--- src/rtl/mem_access_ctrl.sv ---
// MEM-stage data-memory initiator: word/half/byte loads with extension, sub-word stores via read-modify-write.
// Optional macro MISALIGN_EXC_EN: misaligned requests raise exc instead of accessing memory.
module mem_access_ctrl #(
  parameter int AW = 32,
  parameter int DW = 32
) (
  input  logic          clk,
  input  logic          clr,
  input  logic          req_valid,
  input  logic [2:0]    op,
  input  logic [AW-1:0] addr,
  input  logic [DW-1:0] st_data,
  input  logic [31:0]   pc_in,
  output logic          stall,
  output logic          done,
  output logic [DW-1:0] ld_data,
  output logic          exc,
  output logic          memw,
  output logic          memr,
  output logic [AW-1:0] add,
  output logic [DW-1:0] wdata,
  output logic [31:0]   PC,
  input  logic [DW-1:0] rdata
);

  localparam logic [2:0] OP_LW  = 3'b000;
  localparam logic [2:0] OP_LH  = 3'b001;
  localparam logic [2:0] OP_LHU = 3'b010;
  localparam logic [2:0] OP_LB  = 3'b011;
  localparam logic [2:0] OP_LBU = 3'b100;
  localparam logic [2:0] OP_SW  = 3'b101;
  localparam logic [2:0] OP_SH  = 3'b110;
  localparam logic [2:0] OP_SB  = 3'b111;

  typedef enum logic {S_IDLE = 1'b0, S_MERGE = 1'b1} state_t;

  state_t        r_state;
  logic [31:0]   r_merge;
  logic [AW-1:0] r_addr;
  logic [15:0]   r_st;
  logic [31:0]   r_pc;
  logic          r_is_byte;

  logic          w_is_load;
  logic          w_is_sw;
  logic          w_is_sub;
  logic          w_mis_block;
  logic [31:0]   w_merged;

  function automatic logic [31:0] f_load_ext(input logic [2:0] f_op, input logic [1:0] f_lane,
                                             input logic [31:0] f_word);
    logic [15:0] v_half;
    logic [7:0]  v_byte;
    v_half = f_lane[1] ? f_word[31:16] : f_word[15:0];
    case (f_lane)
      2'd0:    v_byte = f_word[7:0];
      2'd1:    v_byte = f_word[15:8];
      2'd2:    v_byte = f_word[23:16];
      2'd3:    v_byte = f_word[31:24];
      default: v_byte = f_word[7:0];
    endcase
    case (f_op)
      OP_LH:   return {{16{v_half[15]}}, v_half};
      OP_LHU:  return {16'h0000, v_half};
      OP_LB:   return {{24{v_byte[7]}}, v_byte};
      OP_LBU:  return {24'h000000, v_byte};
      default: return f_word;
    endcase
  endfunction

  function automatic logic [31:0] f_merge(input logic f_byte, input logic [1:0] f_lane,
                                          input logic [31:0] f_word, input logic [15:0] f_data);
    logic [31:0] v_word;
    v_word = f_word;
    if (f_byte) begin
      case (f_lane)
        2'd0:    v_word[7:0]   = f_data[7:0];
        2'd1:    v_word[15:8]  = f_data[7:0];
        2'd2:    v_word[23:16] = f_data[7:0];
        2'd3:    v_word[31:24] = f_data[7:0];
        default: v_word[7:0]   = f_data[7:0];
      endcase
    end else if (f_lane[1]) begin
      v_word[31:16] = f_data;
    end else begin
      v_word[15:0] = f_data;
    end
    return v_word;
  endfunction

  assign w_is_load = (op <= OP_LBU);
  assign w_is_sw   = (op == OP_SW);
  assign w_is_sub  = (op == OP_SH) || (op == OP_SB);
  assign w_merged  = f_merge(r_is_byte, r_addr[1:0], r_merge, r_st);

`ifdef MISALIGN_EXC_EN
  // Alignment check: words need addr[1:0]=0, halves need addr[0]=0
  always_comb begin
    w_mis_block = 1'b0;
    case (op)
      OP_LW, OP_SW:         w_mis_block = (addr[1:0] != 2'b00);
      OP_LH, OP_LHU, OP_SH: w_mis_block = addr[0];
      default:              w_mis_block = 1'b0;
    endcase
  end

  // Exception pulse, one cycle after a misaligned request
  always_ff @(posedge clk or posedge clr) begin
    if (clr) exc <= 1'b0;
    else     exc <= (r_state == S_IDLE) && req_valid && w_mis_block;
  end
`else
  assign w_mis_block = 1'b0;
  assign exc         = 1'b0;
`endif

  // Memory strobes and address/data muxing; clr kills strobes at once, including an in-flight merge write
  always_comb begin
    memr  = 1'b0;
    memw  = 1'b0;
    stall = 1'b0;
    add   = {addr[AW-1:2], 2'b00};
    wdata = st_data;
    PC    = pc_in;
    if (clr) begin
      memr  = 1'b0;
      memw  = 1'b0;
    end else begin
      case (r_state)
        S_IDLE: begin
          if (req_valid && !w_mis_block) begin
            memr  = w_is_load || w_is_sub;
            memw  = w_is_sw;
            stall = w_is_sub;
          end else begin
            memr  = 1'b0;
            memw  = 1'b0;
          end
        end
        S_MERGE: begin
          memw  = 1'b1;
          stall = 1'b1;
          add   = {r_addr[AW-1:2], 2'b00};
          wdata = w_merged;
          PC    = r_pc;
        end
        default: begin
          memr  = 1'b0;
          memw  = 1'b0;
        end
      endcase
    end
  end

  // Access FSM, load result register and RMW capture registers
  always_ff @(posedge clk or posedge clr) begin
    if (clr) begin
      r_state   <= S_IDLE;
      done      <= 1'b0;
      ld_data   <= '0;
      r_merge   <= 32'h0000_0000;
      r_addr    <= '0;
      r_st      <= 16'h0000;
      r_pc      <= 32'h0000_0000;
      r_is_byte <= 1'b0;
    end else begin
      done <= 1'b0;
      case (r_state)
        S_IDLE: begin
          if (req_valid) begin
            if (w_mis_block) begin
              done <= 1'b1;
            end else if (w_is_sub) begin
              r_merge   <= rdata;
              r_addr    <= addr;
              r_st      <= st_data[15:0];
              r_pc      <= pc_in;
              r_is_byte <= (op == OP_SB);
              r_state   <= S_MERGE;
            end else begin
              done <= 1'b1;
              if (w_is_load) ld_data <= f_load_ext(op, addr[1:0], rdata);
            end
          end
        end
        S_MERGE: begin
          done    <= 1'b1;
          r_state <= S_IDLE;
        end
        default: r_state <= S_IDLE;
      endcase
    end
  end

endmodule

--- config.mk ---
export PLATFORM = sky130hd
export DESIGN_NAME = mem_access_ctrl
export DESIGN_NICKNAME = d
export VERILOG_FILES = /design/src/rtl/mem_access_ctrl.sv
export SDC_FILE = /design/constraint.sdc
export NUM_CORES = 1
export LEC_CHECK = 0
export ABC_CLOCK_PERIOD_IN_PS = 12150
export CORE_ASPECT_RATIO = 0.8
export CORE_UTILIZATION = 51
export CTS_BUF_LIST = sky130_fd_sc_hd__clkbuf_4
export DETAILED_ROUTE_END_ITERATION = 7
export PLACE_DENSITY_LB_ADDON = 0.12
export SLEW_MARGIN = 40
export SYNTH_ARGS = -nofsm -noshare
export SYNTH_HDL_FRONTEND = slang
export SYNTH_SLANG_ARGS = --single-unit
export TNS_END_PERCENT = 1
--- constraint.sdc ---
create_clock -name clk -period 12.15 [get_ports clk]
set_input_delay 1.215 -clock clk [delete_from_list [all_inputs] [get_ports clk]]
set_output_delay 1.215 -clock clk [all_outputs]
set_load 0.03 [all_outputs]
==> metrics.md, run 1 <==
| Metric | Value |
|---|---|
| CTS root buf | `clkbuf_4` |
| H-tree Lvls | `4` |
| Die area | `0.0155 mm^2` |
| Post-cts sizing count | `0` |
| Routed wire per std cell | `16.1 um` |
| Inserted Clock Buffers | `17` |
| Total global routing overflow | `0` |
| Core Box Area | `0.0144 mm^2` |
| Cell Area, Synth | `0.00763 mm^2` |
| Share of cells above drive strength 1 | `10.2%` |
| Worst-Margin Slew | `0.899 ns` |
| Fin crit period | `5.38 ns` |
| Design area | `0.0106 mm^2` |
| Worst r2r path cells | `6` |
| Startpoint type of the worst setup path | `input pin` |
| NumNets Final | `1,264` |
| Register Area | `0.00368 mm^2` |
| Hold Path Stages | `2` |
| Synth async-reset ratio | `100%` |
| Int Power | `889 uW` |
| Final instance count without filler cells | `1,327` |
| Peak VDD IR | `0.0000635 V` |
| Syn Inst Count | `901` |
| Failing checks | `DRC` |
| Antenna violations before repair | `0` |
| Pwr dens | `130 mW/mm^2` |
| Antenna Nets Post-Route | `0` |
| Layout area overhead | `39.0%` |
| Skew-Pair Late Insertion Delay | `0.56 ns` |
| Number of I/O port buffers | `263` |
| Max-cap violations | `0` |
| Register bit total from synthesis | `147` |
| Largest stage delay, worst path | `0.64 ns` |
| Gr usage total | `28.1%` |
| Filler cells | `1,125` |
| Ys Warns | `0` |
| Crit end category | `output pin` |
| Seq pwr share | `46.1%` |
| Initial DRC Count | `516` |
| Total number of vias | `7,111` |
| Dpl cells | `1,295` |
| RSZ-0062 raised after global routing | `no` |
| Yosys cell types | `37` |
| Gpl congestion | `0.834` |
| Gate power share | `31.4%` |
| Post-Route WL | `21.4 mm` |
| R2R Setup Slk | `9.98 ns` |
| Final setup TNS | `0 ns` |
| Top cells by count, synth | `nand2_1 (388), dfrtp_1 (147), mux2_2 (72), o21ai_0 (45), nor2_1 (44)` |
| Main synth FF type | `dfrtp_1` |
| Final Skew | `0.0135 ns` |
| CP dominant cell by count | `clkdlybuf4s50_1` |
| Endpoints failing setup | `0` |
| Mean Syn Cell Area | `8.47 um^2` |
| Core Util, Final | `73.4%` |
| Ranking of synthesized cells by area | `dfrtp_1 (48%), nand2_1 (19%), mux2_2 (11%), mux2i_1 (3.0%), o21ai_0 (3.0%)` |
| Reg clk slew, reported paths | `0.12 ns` |
| Fin crit share | `44.3%` |
| Detailed placement HPWL | `15.2 mm` |
| Part of the power in the clock network | `22.5%` |
| Reg-to-reg startpoint | `r_state` |
| Static leakage | `4.91 nW` |
| CTS tree | `yes` |
| Vias in the first global route | `6,823` |
| Top cell type's share of synthesized area | `48.2%` |
| Critical Path RT | `10.93 ns` |
| Slowest stage cell, crit path | `clkdlybuf4s50_1` |
| DRC viols | `17` |
| Most frequent cell after synthesis | `nand2_1` |
| Crit path max fanout | `87` |
| # diodes | `0` |
| Net Sw Frac | `35.6%` |
| Die H | `111 um` |
| Starting density of the core | `52.8%` |
| Leading area contributor after synthesis | `dfrtp_1` |
| Post-synth EDFFs | `0` |
| CP Class | `in -> out` |
| Slew margin rel. | `40.0%` |
| Post-CTS Setup Inserts | `0` |
| DR pass1 iterations | `7` |
| Register area share after synthesis | `48.2%` |
| Slew Limit Fails | `0` |
| Max Buffers Root-to-Sink | `2` |
| Clock sink count | `147` |
| Max Clk Rate | `0.186 GHz` |
| Crit path DAT | `4.16 ns` |
| Chip Width | `139 um` |
| Hold path start | `r_pc[18]` |
| Switching power | `491 uW` |
| Cell Chain, Critical Path | `clkdlybuf4s50_1 > inv_8 > nand2_4 > buf_6 > mux2_2 > clkdlybuf4s50_1` |
| Min-Delay Path Class | `reg -> reg` |
| # rows | `39` |
| Final Hold Viols | `0` |
| Largest net degree at the start of global routing | `111` |
| First-pass GRT wire length | `34.3 mm` |
| Ports | `267` |
| Area of the multi-input gates | `0.00370 mm^2` |
| Worst Hold Endpoint | `r_pc[18]` |
| Status | `finished with violations` |
| Hold_buf cts | `0` |
| Reg2reg end | `r_st[7]` |
| Post-DR vias/cell | `5.36` |
| Placed cell areas | `0.0103 mm^2` |
[per-stage QoR]
stage	power, mW	setup slack (ns)	hold WS, ns
after detailed placement	1.08	6.45	0.460
final	1.38	6.77	0.486
after global routing	1.45	6.51	0.508
after CTS	1.39	6.44	0.489
after global placement	1.07	6.49	0.455
after floorplan	0.890	4.69	0.440
[cell families after synthesis]
kind of cell | after synthesis | share of synthesized area, %
other | 1 | 0.0492
DFF | 147 | 48.2
muxes | 96 | 13.9
xor gates and xnor gates | 1 | 0.115
buffers and inverters | 66 | 3.66
adders and majority gates | 1 | 0.131
and+or+nand+nor | 465 | 23.9
AOI/OAI and AO/OA | 124 | 10.0
[sequential cells by signal (all words and copies together), names as in the netlist]
| name | cells |
|---|---|
| done | 1 |
| ld_data | 32 |
| r_addr | 32 |
| r_is_byte | 1 |
| r_merge | 32 |
| r_pc | 32 |
| r_st | 16 |
| r_state | 1 |
[critical path, delay by kind of cell]
family | cells | cell delay, ns
AND/OR/NAND/NOR | 1 | 0.44
multiplexers | 1 | 0.42
buffers and inverters | 4 | 2.00
[power groups by stage]
| stage | clock, mW | combinational [mW] | sequential, mW |
|---|---|---|---|
| 3_5_place_dp | 0 | 0.435 | 0.643 |
| 2_1_floorplan | 0 | 0.230 | 0.660 |
| 4_1_cts | 0.315 | 0.435 | 0.635 |
| 3_3_place_gp | 0 | 0.426 | 0.644 |
| 5_1_grt | 0.337 | 0.470 | 0.647 |
| 6_report | 0.310 | 0.434 | 0.637 |
[worst max path at each step]
stage               start        end  slack (ns)  depth (start not counted)
CTS                   clr    add[10]        6.44                          6
global placement      clr     add[9]        6.49                          6
floorplan             clr  wdata[23]        4.69                          5
global route          clr    add[10]        6.51                          6
detailed placement    clr    add[10]        6.45                          6
finish                clr    add[10]        6.77                          6
[cell usage in the layout, fill, tap and decap left out, types with 2 or more instances in the layout]
master           count
clkbuf_4            17
inv_6                3
nor2b_1              2
nand2b_1             2
clkdlybuf4s50_1    262
clkinv_4             4
o21a_1               2
clkinv_1             2
mux2i_1             23
o22ai_1             10
conb_1               3
inv_1                4
mux2_2              72
nor3b_1              3
o2bb2ai_1           14
dfrtp_1            147
a31oi_1              3
a21oi_2              2
nor2_1              43
o21ai_0             45
buf_6                4
clkinvlp_4           3
bufinv_16            2
nand3b_1             7
a21oi_1             34
a221oi_1             8
clkinv_2             2
nand2_1            387
nor3_1              16
[per-layer routing]
layer	vias up	part of all wire [%]	GRT usage, %
met5	-	0	0
met2	271	48	46.4
met4	0	1.4	6.67
li1	3443	-	-
met1	3373	44	37.9
met3	24	7.1	6.58
[cell type report]
| cell class | instances | area share [%] |
|---|---|---|
| well taps | 184 | 2.17 |
| inverters | 6 | 0.295 |
| clock inverters | 15 | 1.47 |
| clock buffers | 17 | 1.20 |
| multi-input cells | 690 | 34.9 |
| repair buffers | 268 | 25.3 |
| flip-flops and latches | 147 | 34.7 |
No activity file was read; power rests on OpenSTA's default activity.
==> inputs of run 2 (changes only) <==
--- a/config.mk
+++ b/config.mk
@@ -5,9 +5,9 @@
 export SDC_FILE = /design/constraint.sdc
 export NUM_CORES = 1
 export LEC_CHECK = 0
-export ABC_CLOCK_PERIOD_IN_PS = 12150
+export ABC_CLOCK_PERIOD_IN_PS = 5200
 export CORE_ASPECT_RATIO = 0.8
-export CORE_UTILIZATION = 51
+export CORE_UTILIZATION = 47
 export CTS_BUF_LIST = sky130_fd_sc_hd__clkbuf_4
 export DETAILED_ROUTE_END_ITERATION = 7
 export PLACE_DENSITY_LB_ADDON = 0.12
==> constraint.sdc (replaced) <==
create_clock -name clk -period 5.2 [get_ports clk]
set_input_delay 0.52 -clock clk [delete_from_list [all_inputs] [get_ports clk]]
set_output_delay 0.52 -clock clk [all_outputs]
set_load 0.03 [all_outputs]
==> run 2 against run 1 <==
- the run now ends clean
- sequential cell count is the same
- largest cell class unchanged
- via count shrank 0.14%
- clock power grew 150%
- register-to-register slack lost 7.0 ns
- final cell count grew 2.6%
- core utilization shrank 5.6 points
- sequential power grew 130%
==> metrics.md, run 2 (synthesis results as in run 1) <==
| Metric | Value |
|---|---|
| Clock sink count | `147 (unchanged)` |
| R2R Setup Slk | `3.03 ns (was 9.98 ns)` |
| Int Power | `2.13 mW (was 889 uW)` |
| CP Class | `in -> out (unchanged)` |
| NumNets Final | `1,267 (was 1,264)` |
| Reg-to-reg startpoint | `r_state (unchanged)` |
| Core Box Area | `0.0158 mm^2 (was 0.0144 mm^2)` |
| Initial DRC Count | `419 (was 516)` |
| Total global routing overflow | `0 (unchanged)` |
| Chip Width | `144 um (was 139 um)` |
| Max-cap violations | `0 (unchanged)` |
| Final Hold Viols | `0 (unchanged)` |
| Post-CTS Setup Inserts | `0 (unchanged)` |
| Max Clk Rate | `0.269 GHz` |
| Final Skew | `0.0142 ns (was 0.0135 ns)` |
| Min-Delay Path Class | `in -> reg (was reg -> reg)` |
| Worst r2r path cells | `4 (was 6)` |
| CTS tree | `yes (unchanged)` |
| Gpl congestion | `0.827 (was 0.834)` |
| DRC viols | `0 (was 17)` |
| Most common cell after layout, fill and taps aside | `nand2_1 (unchanged)` |
| Switching power | `1.15 mW (was 491 uW)` |
| Cell Chain, Critical Path | `clkdlybuf4s50_1 > clkinvlp_4 > nand2_4 > buf_12 > mux2_2 > clkdlybuf4s50_1 (was clkdlybuf4s50_1 > inv_8 > nand2_4 > buf_6 > mux2_2 > clkdlybuf4s50_1)` |
| Slowest stage cell, crit path | `clkdlybuf4s50_1 (unchanged)` |
| Skew-Pair Late Insertion Delay | `0.57 ns (was 0.56 ns)` |
| Gate power share | `31.4% (about the same)` |
| Max Buffers Root-to-Sink | `2 (unchanged)` |
| Gr usage total | `27.3% (was 28.1%)` |
| Crit path DAT | `3.19 ns (was 4.16 ns)` |
| Fin crit share | `71.4%` |
| Number of I/O port buffers | `263 (unchanged)` |
| Peak VDD IR | `0.000153 V (was 0.0000635 V)` |
| # rows | `41 (was 39)` |
| Die area | `0.0167 mm^2 (was 0.0155 mm^2)` |
| Seq pwr share | `45.2% (was 46.1%)` |
| Detailed placement HPWL | `15.8 mm (was 15.2 mm)` |
| Crit end category | `output pin (unchanged)` |
| Pwr dens | `306 mW/mm^2 (was 130 mW/mm^2)` |
| Slew margin rel. | `48.9% (was 40.0%)` |
| Reg clk slew, reported paths | `0.12 ns (about the same)` |
| Net Sw Frac | `35.2% (was 35.6%)` |
| Antenna violations before repair | `0 (unchanged)` |
| Reg2reg end | `ld_data[23] (was r_st[7])` |
| Filler cells | `1,351 (was 1,125)` |
| Total number of vias | `7,101 (was 7,111)` |
| RSZ-0062 raised after global routing | `no (unchanged)` |
| Worst Hold Endpoint | `r_addr[1] (was r_pc[18])` |
| Post-cts sizing count | `0 (unchanged)` |
| Largest net degree at the start of global routing | `111 (unchanged)` |
| Inserted Clock Buffers | `17 (unchanged)` |
| Most frequent cells in the layout | `nand2_1 (387), clkdlybuf4s50_1 (262), dfrtp_1 (147), mux2_2 (72), o21ai_0 (45) (unchanged)` |
| Antenna Nets Post-Route | `0 (unchanged)` |
| Die H | `116 um (was 111 um)` |
| Endpoints failing setup | `0 (unchanged)` |
| Layout area overhead | `40.5% (was 39.0%)` |
| Hold_ws | `0.479 ns (was 0.486 ns)` |
| Share of cells above drive strength 1 | `10.6% (was 10.2%)` |
| Static leakage | `4.94 nW (was 4.91 nW)` |
| CTS root buf | `clkbuf_4 (unchanged)` |
| Largest stage delay, worst path | `0.59 ns (was 0.64 ns)` |
| Routed wire per std cell | `16.4 um (was 16.1 um)` |
| First-pass GRT wire length | `35.0 mm (was 34.3 mm)` |
| Fin crit period | `3.71 ns` |
| Slew Limit Fails | `0 (unchanged)` |
| Status | `finished clean (was finished with violations)` |
| Dpl cells | `1,328 (was 1,295)` |
| Final setup TNS | `0 ns (unchanged)` |
| Vias in the first global route | `6,818 (was 6,823)` |
| Ports | `267 (unchanged)` |
| Hold path start | `addr[1] (was r_pc[18])` |
| Final instance count without filler cells | `1,362 (was 1,327)` |
| Post-Route WL | `22.3 mm (was 21.4 mm)` |
| Post-DR vias/cell | `5.21 (was 5.36)` |
| DR pass1 iterations | `5 (was 7)` |
| Part of the power in the clock network | `23.4% (was 22.5%)` |
| Starting density of the core | `48.3% (was 52.8%)` |
| Startpoint type of the worst setup path | `input pin (unchanged)` |
| Critical Path RT | `4.68 ns (was 10.93 ns)` |
| Hold_buf cts | `0 (unchanged)` |
| H-tree Lvls | `4 (unchanged)` |
| Hold Path Stages | `3 (was 2)` |
| Worst-Margin Slew | `0.766 ns (was 0.899 ns)` |
| Core Util, Final | `67.8% (was 73.4%)` |
| CP dominant cell by count | `clkdlybuf4s50_1 (unchanged)` |
| Crit path max fanout | `65 (was 87)` |
## run 2: cell count changes in the layout (fill, tap and decap cells not counted), sizes merged
| cell | before | now |
|---|---|---|
| inv | 8 | 4 |
| clkinvlp | 3 | 6 |
| clkbuf | 17 | 19 |
| bufinv | 2 | 3 |
| clkinv | 8 | 6 |
| buf | 6 | 8 |
| diode | 0 | 2 |
## run 2: critical path, delay by kind of cell
kind	cells	cell delay (ns)
muxes	1	0.37
and+or+nand+nor	1	0.57
buffers and inverters	4	1.65
## run 2: area by class of cell
cell class	instances	area, um^2	area share, %
inverter	6	27.5	0.257
sequential	147	3680	34.3
clock buffer	18	135	1.26
tap	215	269	2.51
antenna	2	5.00	0.0467
timing repair buffer	271	2730	25.5
multi-input combinational	690	3700	34.6
clock inverter	13	163	1.52
## run 2: through the flow
| stage | power [mW] | setup slack (ns) | area [um^2] |
|---|---|---|---|
| 6_report | 3.28 | 1.49 | 10700 |
| 5_1_grt | 3.46 | 1.31 | 10700 |
| 4_1_cts | 3.30 | 1.52 | 10700 |
| 3_5_place_dp | 2.53 | 1.52 | 10400 |
| 3_3_place_gp | 2.52 | 1.56 | 10400 |
| 2_1_floorplan | 2.08 | 0.376 | 7640 |
## run 2: power by group through the flow
stage          clock network, mW  logic, mW  registers (mW)
2_1_floorplan                  0      0.538            1.54
5_1_grt                    0.831       1.12            1.51
3_3_place_gp                   0       1.02            1.50
4_1_cts                    0.779       1.04            1.48
3_5_place_dp                   0       1.03            1.50
6_report                   0.769       1.03            1.48
## run 2: how the worst max path moves through the flow
stage,from,end,slack [ns],depth (start not counted)
3_3_place_gp,clr,add[15],1.56,6
3_5_place_dp,clr,add[14],1.52,6
2_1_floorplan,clr,wdata[11],0.38,6
6_report,clr,add[3],1.49,6
5_1_grt,r_addr[1],wdata[30],1.31,5
4_1_cts,r_addr[1],wdata[31],1.52,5
## run 2: metal layers
metal	vias up	GRT usage, %	wire [um]
li1	3448	-	-
met1	3369	35.9	9800
met2	240	43.6	10400
met3	44	7.31	1620
met4	0	9.68	484
met5	-	0	0
